===== src/rtl/animator_sequencer.sv =====
// Message sequencer feeding segment_animator: buffers 7-segment characters and
// issues them one at a time with a clean char_available edge and a per-character dwell.
module animator_sequencer #(
  parameter int DEPTH        = 8,
  parameter int SEG_TICKS    = 16,
  parameter int HOLD_TICKS   = 30,
  parameter int PULSE_CYCLES = 2
) (
  input  logic                       clk,
  input  logic                       reset,
  input  logic                       enable,
  input  logic                       clk60,
  input  logic                       wr_en,
  input  logic [6:0]                 wr_data,
  input  logic                       clear,
  input  logic                       start,
  input  logic                       loop,
  output logic                       char_available,
  output logic [6:0]                 char_out,
  output logic                       busy,
  output logic                       done,
  output logic [$clog2(DEPTH):0]     len,
  output logic                       overflow
);

  localparam int AW = $clog2(DEPTH);
  localparam int LW = AW + 1;
  localparam int DW = 12;
  localparam int PW = (PULSE_CYCLES < 2) ? 1 : $clog2(PULSE_CYCLES);
  localparam logic [LW-1:0] FULL  = LW'(DEPTH);
  localparam logic [PW-1:0] PLAST = PW'(PULSE_CYCLES - 1);

  generate
    if (7 * SEG_TICKS + HOLD_TICKS > (1 << DW) - 1) begin : g_dwell_chk
      $error("dwell counter too narrow for 7*SEG_TICKS+HOLD_TICKS");
    end
    if (PULSE_CYCLES < 1) begin : g_pulse_chk
      $error("PULSE_CYCLES must be at least 1");
    end
    if (DEPTH < 2 || (1 << AW) != DEPTH) begin : g_depth_chk
      $error("DEPTH must be a power of 2, at least 2");
    end
  endgenerate

  typedef enum logic [1:0] {IDLE, ISSUE, DWELL, NEXT} state_t;

  state_t          state, state_nxt;
  logic [6:0]      msg_mem [DEPTH];
  logic [AW-1:0]   idx;
  logic [LW-1:0]   idx_inc;
  logic [DW-1:0]   dwell;
  logic [PW-1:0]   pcnt;
  logic            clk60_prev;
  logic            tick;

  function automatic logic [DW-1:0] dwell_load(input logic [6:0] c);
    logic [DW-1:0] cnt;
    cnt = '0;
    for (int i = 0; i < 7; i++) cnt = cnt + DW'(c[i]);
    return cnt * DW'(SEG_TICKS) + DW'(HOLD_TICKS);
  endfunction

  assign tick    = clk60 & ~clk60_prev;
  assign idx_inc = {1'b0, idx} + LW'(1);
  assign busy    = (state != IDLE);

  always_ff @(posedge clk or posedge reset) begin
    if (reset) state <= IDLE;
    else if (enable) state <= state_nxt;
  end

  always_comb begin
    state_nxt = state;
    case (state)
      IDLE:    if (start && len != '0) state_nxt = ISSUE;
      ISSUE:   if (pcnt == PLAST) state_nxt = DWELL;
      DWELL:   if (dwell == '0) state_nxt = NEXT;
      NEXT:    state_nxt = (idx_inc < len || loop) ? ISSUE : IDLE;
      default: state_nxt = IDLE;
    endcase
    if (clear) state_nxt = IDLE;
  end

  // Message storage is pure data: no reset, written only on accepted appends.
  always_ff @(posedge clk) begin
    if (enable && !clear && wr_en && len < FULL) msg_mem[len[AW-1:0]] <= wr_data;
  end

  always_ff @(posedge clk or posedge reset) begin
    if (reset) begin
      len            <= '0;
      idx            <= '0;
      overflow       <= 1'b0;
      char_available <= 1'b0;
      char_out       <= '0;
      done           <= 1'b0;
      dwell          <= '0;
      pcnt           <= '0;
      clk60_prev     <= 1'b0;
    end else if (enable) begin
      clk60_prev <= clk60;
      done       <= 1'b0;
      if (clear) begin
        len            <= '0;
        idx            <= '0;
        overflow       <= 1'b0;
        char_available <= 1'b0;
      end else begin
        if (wr_en) begin
          if (len < FULL) len <= len + LW'(1);
          else overflow <= 1'b1;
        end
        case (state)
          IDLE: begin
            if (start && len != '0) begin
              idx            <= '0;
              char_out       <= msg_mem[0];
              char_available <= 1'b1;
              pcnt           <= '0;
            end
          end
          ISSUE: begin
            if (pcnt == PLAST) begin
              char_available <= 1'b0;
              dwell          <= dwell_load(char_out);
            end else begin
              pcnt <= pcnt + PW'(1);
            end
          end
          DWELL: begin
            if (dwell != '0 && tick) dwell <= dwell - DW'(1);
          end
          NEXT: begin
            if (idx_inc < len) begin
              idx            <= idx_inc[AW-1:0];
              char_out       <= msg_mem[idx_inc[AW-1:0]];
              char_available <= 1'b1;
              pcnt           <= '0;
            end else if (loop) begin
              idx            <= '0;
              char_out       <= msg_mem[0];
              char_available <= 1'b1;
              pcnt           <= '0;
            end else begin
              done <= 1'b1;
            end
          end
          default: ;
        endcase
      end
    end
  end

endmodule


===== config.mk =====
export PLATFORM = sky130hd
export DESIGN_NAME = animator_sequencer
export DESIGN_NICKNAME = d
export VERILOG_FILES = /design/src/rtl/animator_sequencer.sv
export SDC_FILE = /design/constraint.sdc
export NUM_CORES = 1
export LEC_CHECK = 0
export CAP_MARGIN = 20
export CORE_UTILIZATION = 45
export DETAILED_ROUTE_END_ITERATION = 8
export HOLD_SLACK_MARGIN = 0.03
export PLACE_DENSITY_LB_ADDON = 0.15
export SYNTH_ARGS = -nofsm -noshare
export SYNTH_HDL_FRONTEND = slang
export SYNTH_SLANG_ARGS = --single-unit

===== constraint.sdc =====
create_clock -name clk -period 4.55 [get_ports clk]
set_input_delay 0.6825 -clock clk [delete_from_list [all_inputs] [get_ports clk]]
set_output_delay 0.6825 -clock clk [all_outputs]
set_load 0.02 [all_outputs]

==> results of run 1 <==
[sequential cells by signal, summed over array words and instances, names as in the netlist]
register / flops
msg_mem: 56
dwell: 12
char_out: 7
len: 4
idx: 3
state: 2
char_available: 1
clk60_prev: 1
done: 1
overflow: 1
pcnt: 1
[synthesized netlist by cell type, types with 4 or more instances]
| cell | number | area (µm²) |
|---|---|---|
| nand3_1 | 7 | 35.03 |
| buf_2 | 6 | 30.03 |
| nor2_1 | 19 | 71.32 |
| ha_1 | 14 | 175.2 |
| a22o_1 | 5 | 43.79 |
| inv_1 | 24 | 90.09 |
| edfxtp_1 | 56 | 1682 |
| nand2_1 | 25 | 93.84 |
| mux4_2 | 14 | 315.3 |
| o21ai_0 | 11 | 55.05 |
| a31oi_1 | 5 | 31.28 |
| a21oi_1 | 20 | 100.1 |
| clkbuf_1 | 4 | 15.01 |
| nor3_1 | 4 | 20.02 |
| mux2_2 | 11 | 123.9 |
| a22oi_1 | 7 | 52.55 |
| dfrtp_1 | 33 | 825.8 |
| fa_1 | 4 | 80.08 |
| o22ai_1 | 4 | 25.02 |
| nor2b_1 | 6 | 37.54 |
[per-layer routing]
metal | wire (µm) | part of all wire | track usage | vias up
met2 | 3890 | 0.48 | 0.2907 | 37
met3 | 249 | 0.031 | 0.04076 | 11
met1 | 3828 | 0.47 | 0.2415 | 1325
met5 | 0 | 0 | 0 | -
met4 | 112 | 0.014 | 0.06448 | 0
li1 | - | - | - | 1286
[area by class of cell]
class,count,area [µm²]
flip-flops and latches,89,2507
multi-input cells,202,1643
clock buffers,9,123.9
inverters,24,90.09
fillers,782,4290
repair buffers,35,332.8
clock inverters,7,91.34
well taps,129,161.4
[layout by cell type (no fill, tap or decap), types with 14 or more instances in the layout]
| master | synthesis | routed |
|---|---|---|
| a21oi_1 | 20 | 20 |
| clkdlybuf4s50_1 | 0 | 29 |
| dfrtp_1 | 33 | 33 |
| edfxtp_1 | 56 | 56 |
| ha_1 | 14 | 14 |
| inv_1 | 24 | 24 |
| mux4_2 | 14 | 14 |
| nand2_1 | 25 | 25 |
| nor2_1 | 19 | 19 |
[cell families after synthesis]
family	after synthesis	synth area share
muxes	25	0.1023
buffers and inverters	35	0.03323
AOI/OAI and AO/OA	74	0.1169
and+or+nand+nor	83	0.09998
DFF	89	0.5841
adders and majority gates	18	0.05946
xor gates and xnor gates	2	0.004081
[metrics by stage]
stage                 util  instances  total power (W)
detailed placement  0.5110        477         0.001935
floorplan                -        326         0.001673
global placement    0.5110        477         0.001900
finish              0.5357        495         0.002491
global route        0.5357        495         0.002676
CTS                 0.5343        493         0.002519
[path summary, 6_finish.rpt]
check	depth (start not counted)	end	from	slack, ps
worst max-delay path	10	char_out[2]	idx[0]	1460
worst min-delay path	1	clk60_prev	clk60_prev	510
worst max register to register	10	char_out[2]	idx[0]	1460
worst min register to register	1	clk60_prev	clk60_prev	510
max in group asynchronous	3	len[3]	reset	3300
min in group asynchronous	2	dwell[6]	reset	560
[where the power goes]
part           switching, W  internal [W]  total (W)
clock              0.000313      0.000271   0.000584
combinational      0.000457      0.000417   0.000874
sequential        0.0000889      0.000945    0.00103
==> metrics.txt, run 1 <==
status complete, no violations; CTS root buffer clkbuf_8; Vias/cell between 5 and 6; top achievable clock speed 323.3 MHz; Final Hold Violating Endpoints 0; Req. time, crit path between 4000 and 5000 ps; drt pass-1 iters 4; Clk pin slew, worst setup/hold paths about 90 ps; Yosys reg bits 89; Syn Std Cell Area 4293 µm²; Hold Path Class flip-flop to flip-flop; crit path capture type flip-flop; worst hold slack 505.1 ps; post-layout min period 3093 ps; crit-path max FO 15; Port Buffers 29; Avg Cell Area, Syn around 13 µm²; worst skew pair latency between 300 and 400 ps; clock skew between 6 and 7 ps; clock sink count 89; all-layer global routing usage 0.1807; largest net degree at the start of global routing 28; Syn Nets 359; most common cell type on the critical path ha_1; P_leak between 1.5 and 2 nW; Die Y about 100 µm; core area about 9000 µm²; delay-heaviest family, CP simple AND/OR/NAND/NOR gates; cts bufs inserted 9; initial core utilization 0.4646; Netlist cell types between 50 and 60; routed len/inst approximately 16 µm; crit path DAT about 3300 ps; IO Count 30; post-route cell area a little under 5000 µm²; share of post-route cells with drive strength above 1 0.1557; post-synthesis sequential area ratio 0.5841; cell count after synthesis 326; Residual DRC 0; Cell Pwr Density roughly 500 nW/µm²; num rows 35; Longest Clk Path Bufs 2; CP cell instances ha_1 > xnor2_1 > buf_4 > inv_1 > ha_1 > or3_1 > o221ai_2 > nand3_1 > a21oi_1 > a22oi_1; vias in the first global route about 2600; ANT nets after route 0; Die X ~100 µm; final worst-path cycle share 0.6798; via count ~2700; worst-margin pin slew 798.5 ps; cts repair resizes 0; Worst Setup Start Kind flip-flop; Synth warnings 0; Max VDD drop between 0.0003 and 0.0004 V; die area slightly below 10000 µm²; Slew HR 0.4677; DP Area 4722 µm²; post-cts hold buffer count 0; Area growth, synth to finish 15.30%; first-pass GRT wire length 13.45 mm; Slew Limit Fails 0; Setup Buffers After CTS 0; RD Place Congestion 0.7812; initial DRC count slightly below 90; layout net count about 400; RSZ-0062 raised after global routing false; setup violators final 0; hpwl dp around 5.8 mm; EDFF count, synth 56; slowest stage delay, CP 600 ps; Max-Cap Viols 0; initial antenna violation count 0; final wirelength 8.080 mm; Setup TNS 0 ps; Primary FF master, synth edfxtp_1; Antenna Cells 0; grt ovf 0; critical path class flip-flop to flip-flop; Worst Path Buf+Inv 2; worst setup margin 1457 ps; Async S/R FF share, synth 0.3708; TritonCTS clock tree yes; Worst path slowest cell dfrtp_1; H-tree levels 3; worst slack, placed 1268 ps
Power figures use the tool's default switching activity.
==> run 2: changes to the inputs <==
clock period = 2.7 ns   (was 4.55 ns; I/O delays follow)
==> metrics.txt, run 2 (synthesis gave the netlist of run 1 again) <==
status complete, but fails checks; failing checks setup timing; IO Count 30 (unchanged); Vias/cell 5.306 (-1.2%); most frequent cells in the layout edfxtp_1, dfrtp_1, buf_4, clkdlybuf4s50_1, nand2_1; delay-heaviest family, CP adder cells; share of post-route cells with drive strength above 1 0.2410 (+0.08529); ANT nets after route 0 (unchanged); Area growth, synth to finish 20.49%; hpwl dp 5.832 mm (+0.21%); Slew Limit Fails 0 (unchanged); clock power share 0.195 (-0.039); RD Place Congestion 0.7773 (-0.50%); crit path DAT 3240 ps (-80 ps); Sw Pwr 0.001672 W (+95%); Worst R2R Path Depth 10 (unchanged); dpl cells 501 (+5.0%); setup violators final 3 (+3); Comb power frac 0.438 (+0.087); top achievable clock speed 334.2 MHz (+3.4%); largest net degree at the start of global routing 34 (+21%); Max-Cap Viols 0 (unchanged); slowest stage delay, CP 570 ps (-30 ps); Hold Path Class input port to asynchronous set/reset pin; H-tree levels 3 (unchanged); CTS root buffer clkbuf_8; Port Buffers 29 (unchanged); crit-path max FO 2 (-13); Int Pwr 0.003078 W (+88%); final wirelength 8.230 mm (+1.9%); initial antenna violation count 0 (unchanged); Final Hold Violating Endpoints 0 (unchanged); num rows 35 (unchanged); Reg2Reg Capture Point dwell[6]; Reg2Reg Launch Point char_out[0]; Worst path slowest cell fa_1; Die X 99.67 µm (unchanged); first-pass GRT wire length 13.87 mm (+3.1%); initial core utilization 0.4646 (unchanged); most common cell after layout, fill and taps aside edfxtp_1; Worst Setup Start Kind flip-flop; Largest register FFs 56 (unchanged); TritonCTS clock tree yes; Worst Path Buf+Inv 2 (unchanged); Cell Pwr Density 918.3 nW/µm² (+82%); switching share of total power 0.3521 (+0.007574); vias in the first global route 2747 (+3.9%); Antenna Cells 0 (unchanged); Longest Clk Path Bufs 2 (unchanged); clock sink count 89 (unchanged); Residual DRC 0 (unchanged); cts bufs inserted 9 (unchanged); Req. time, crit path 2950 ps (-1830 ps); initial DRC count 93 (+5.7%); CP cell instances inv_2 > fa_1 > fa_1 > fa_2 > fa_1 > inv_2 > ha_4 > xnor2_2 > o22ai_1 > a21oi_1; RSZ-0062 raised after global routing true; final worst-path cycle share 1.108 (+0.4285); routed len/inst 15.86 µm (-2.9%); fill count 773 (-1.2%); fin util 0.5598 (+0.02410); via count 2754 (+3.6%); worst-margin pin slew 439.6 ps (-358.9 ps); drt pass-1 iters 4 (unchanged); Slew HR 0.7069 (+0.2393); all-layer global routing usage 0.1826 (+0.001925); Clk pin slew, worst setup/hold paths 110 ps (+20 ps); core area 9240 µm² (unchanged); grt ovf 0 (unchanged); Reg power frac 0.366 (-0.049); Finished Layout Cells 519 (+4.8%); P_leak 1.955 nW (+6.4%); worst skew pair latency 370 ps (about the same); worst slack, placed -313.1 ps (-1581 ps); most common cell type on the critical path fa_1; crit path capture type flip-flop; die area 9934 µm² (unchanged); layout net count 418 (+6.1%); Die Y 99.67 µm (unchanged); post-cts hold buffer count 0 (unchanged); Max VDD drop 0.0005642 V (+80%); post-layout min period 2992 ps (-100.6 ps); critical path class flip-flop to flip-flop; R2R Setup Slk -290 ps (-1750 ps); worst setup margin -292.4 ps (-1749 ps); clock skew 11.33 ps (+4.892 ps)
-- run 2: changes by cell type in the layout (fill, tap and decap cells not counted), moves of 2 or more --
cell / previous run / this run
inv_1: 24 / 20
dfrtp_1: 33 / 30
dfrtp_2: 0 / 3
inv_2: 0 / 4
inv_8: 4 / 2
clkinv_8: 0 / 2
buf_4: 4 / 30
-- run 2: power by group through the flow --
stage          Combinational, W  Sequential (W)  Clock [W]
6_report                0.00208         0.00174   0.000928
5_1_grt                 0.00235         0.00176    0.00100
3_3_place_gp            0.00153         0.00176          0
2_1_floorplan           0.00102         0.00181          0
3_5_place_dp            0.00159         0.00177          0
4_1_cts                 0.00172         0.00174   0.000958
-- run 2: tightest hold or removal path, delay by kind of cell --
kind / cells / cell delay, ps
buffers and inverters: 3 / 830
-- run 2: worst max-delay path by stage --
| stage | start | to | slack (ps) | cells after the start |
|---|---|---|---|---|
| after floorplan | char_out[0] | dwell[6] | -240 | 10 |
| after global routing | char_out[0] | dwell[6] | -440 | 10 |
| after CTS | char_out[0] | dwell[6] | -280 | 10 |
| after detailed placement | char_out[1] | dwell[6] | -310 | 10 |
| after global placement | char_out[0] | dwell[6] | -190 | 10 |
| final | char_out[0] | dwell[6] | -290 | 10 |
-- run 2: what timing repair did --
| action | in CTS | in global routing |
|---|---|---|
| endpoints found under the setup margin | 3 | 3 |
| pin swaps | 1 | 2 |
| setup buffers | 2 | 0 |
| resized for setup | 4 | 6 |
-- run 2: area by class of cell --
type,instances,area (µm²),area share
repair buffers,59,515.5,0.09966
clock buffers,9,123.9,0.02395
well taps,129,161.4,0.03120
flip-flops and latches,89,2511,0.4855
inverters,24,90.09,0.01742
multi-input cells,202,1689,0.3266
clock inverters,7,81.33,0.01572
-- run 2: routing by layer --
| metal | global-route usage | wire [µm] | vias up |
|---|---|---|---|
| li1 | - | - | 1340 |
| met1 | 0.2580 | 3976 | 1365 |
| met2 | 0.2870 | 3933 | 39 |
| met3 | 0.02741 | 218 | 10 |
| met4 | 0.06787 | 102 | 0 |
| met5 | 0 | 0 | - |
-- run 2: through the flow --
step	cell area, µm²	setup TNS (ps)	hold WS (ps)	power (W)
3_5_place_dp	4908	-776.4	493.0	0.003357
3_3_place_gp	4908	-412.7	481.2	0.003293
4_1_cts	5136	-783.1	438.0	0.004413
5_1_grt	5172	-1218	471.8	0.005112
6_report	5172	-786.9	420.3	0.004750
2_1_floorplan	4299	-532.6	462.0	0.002836
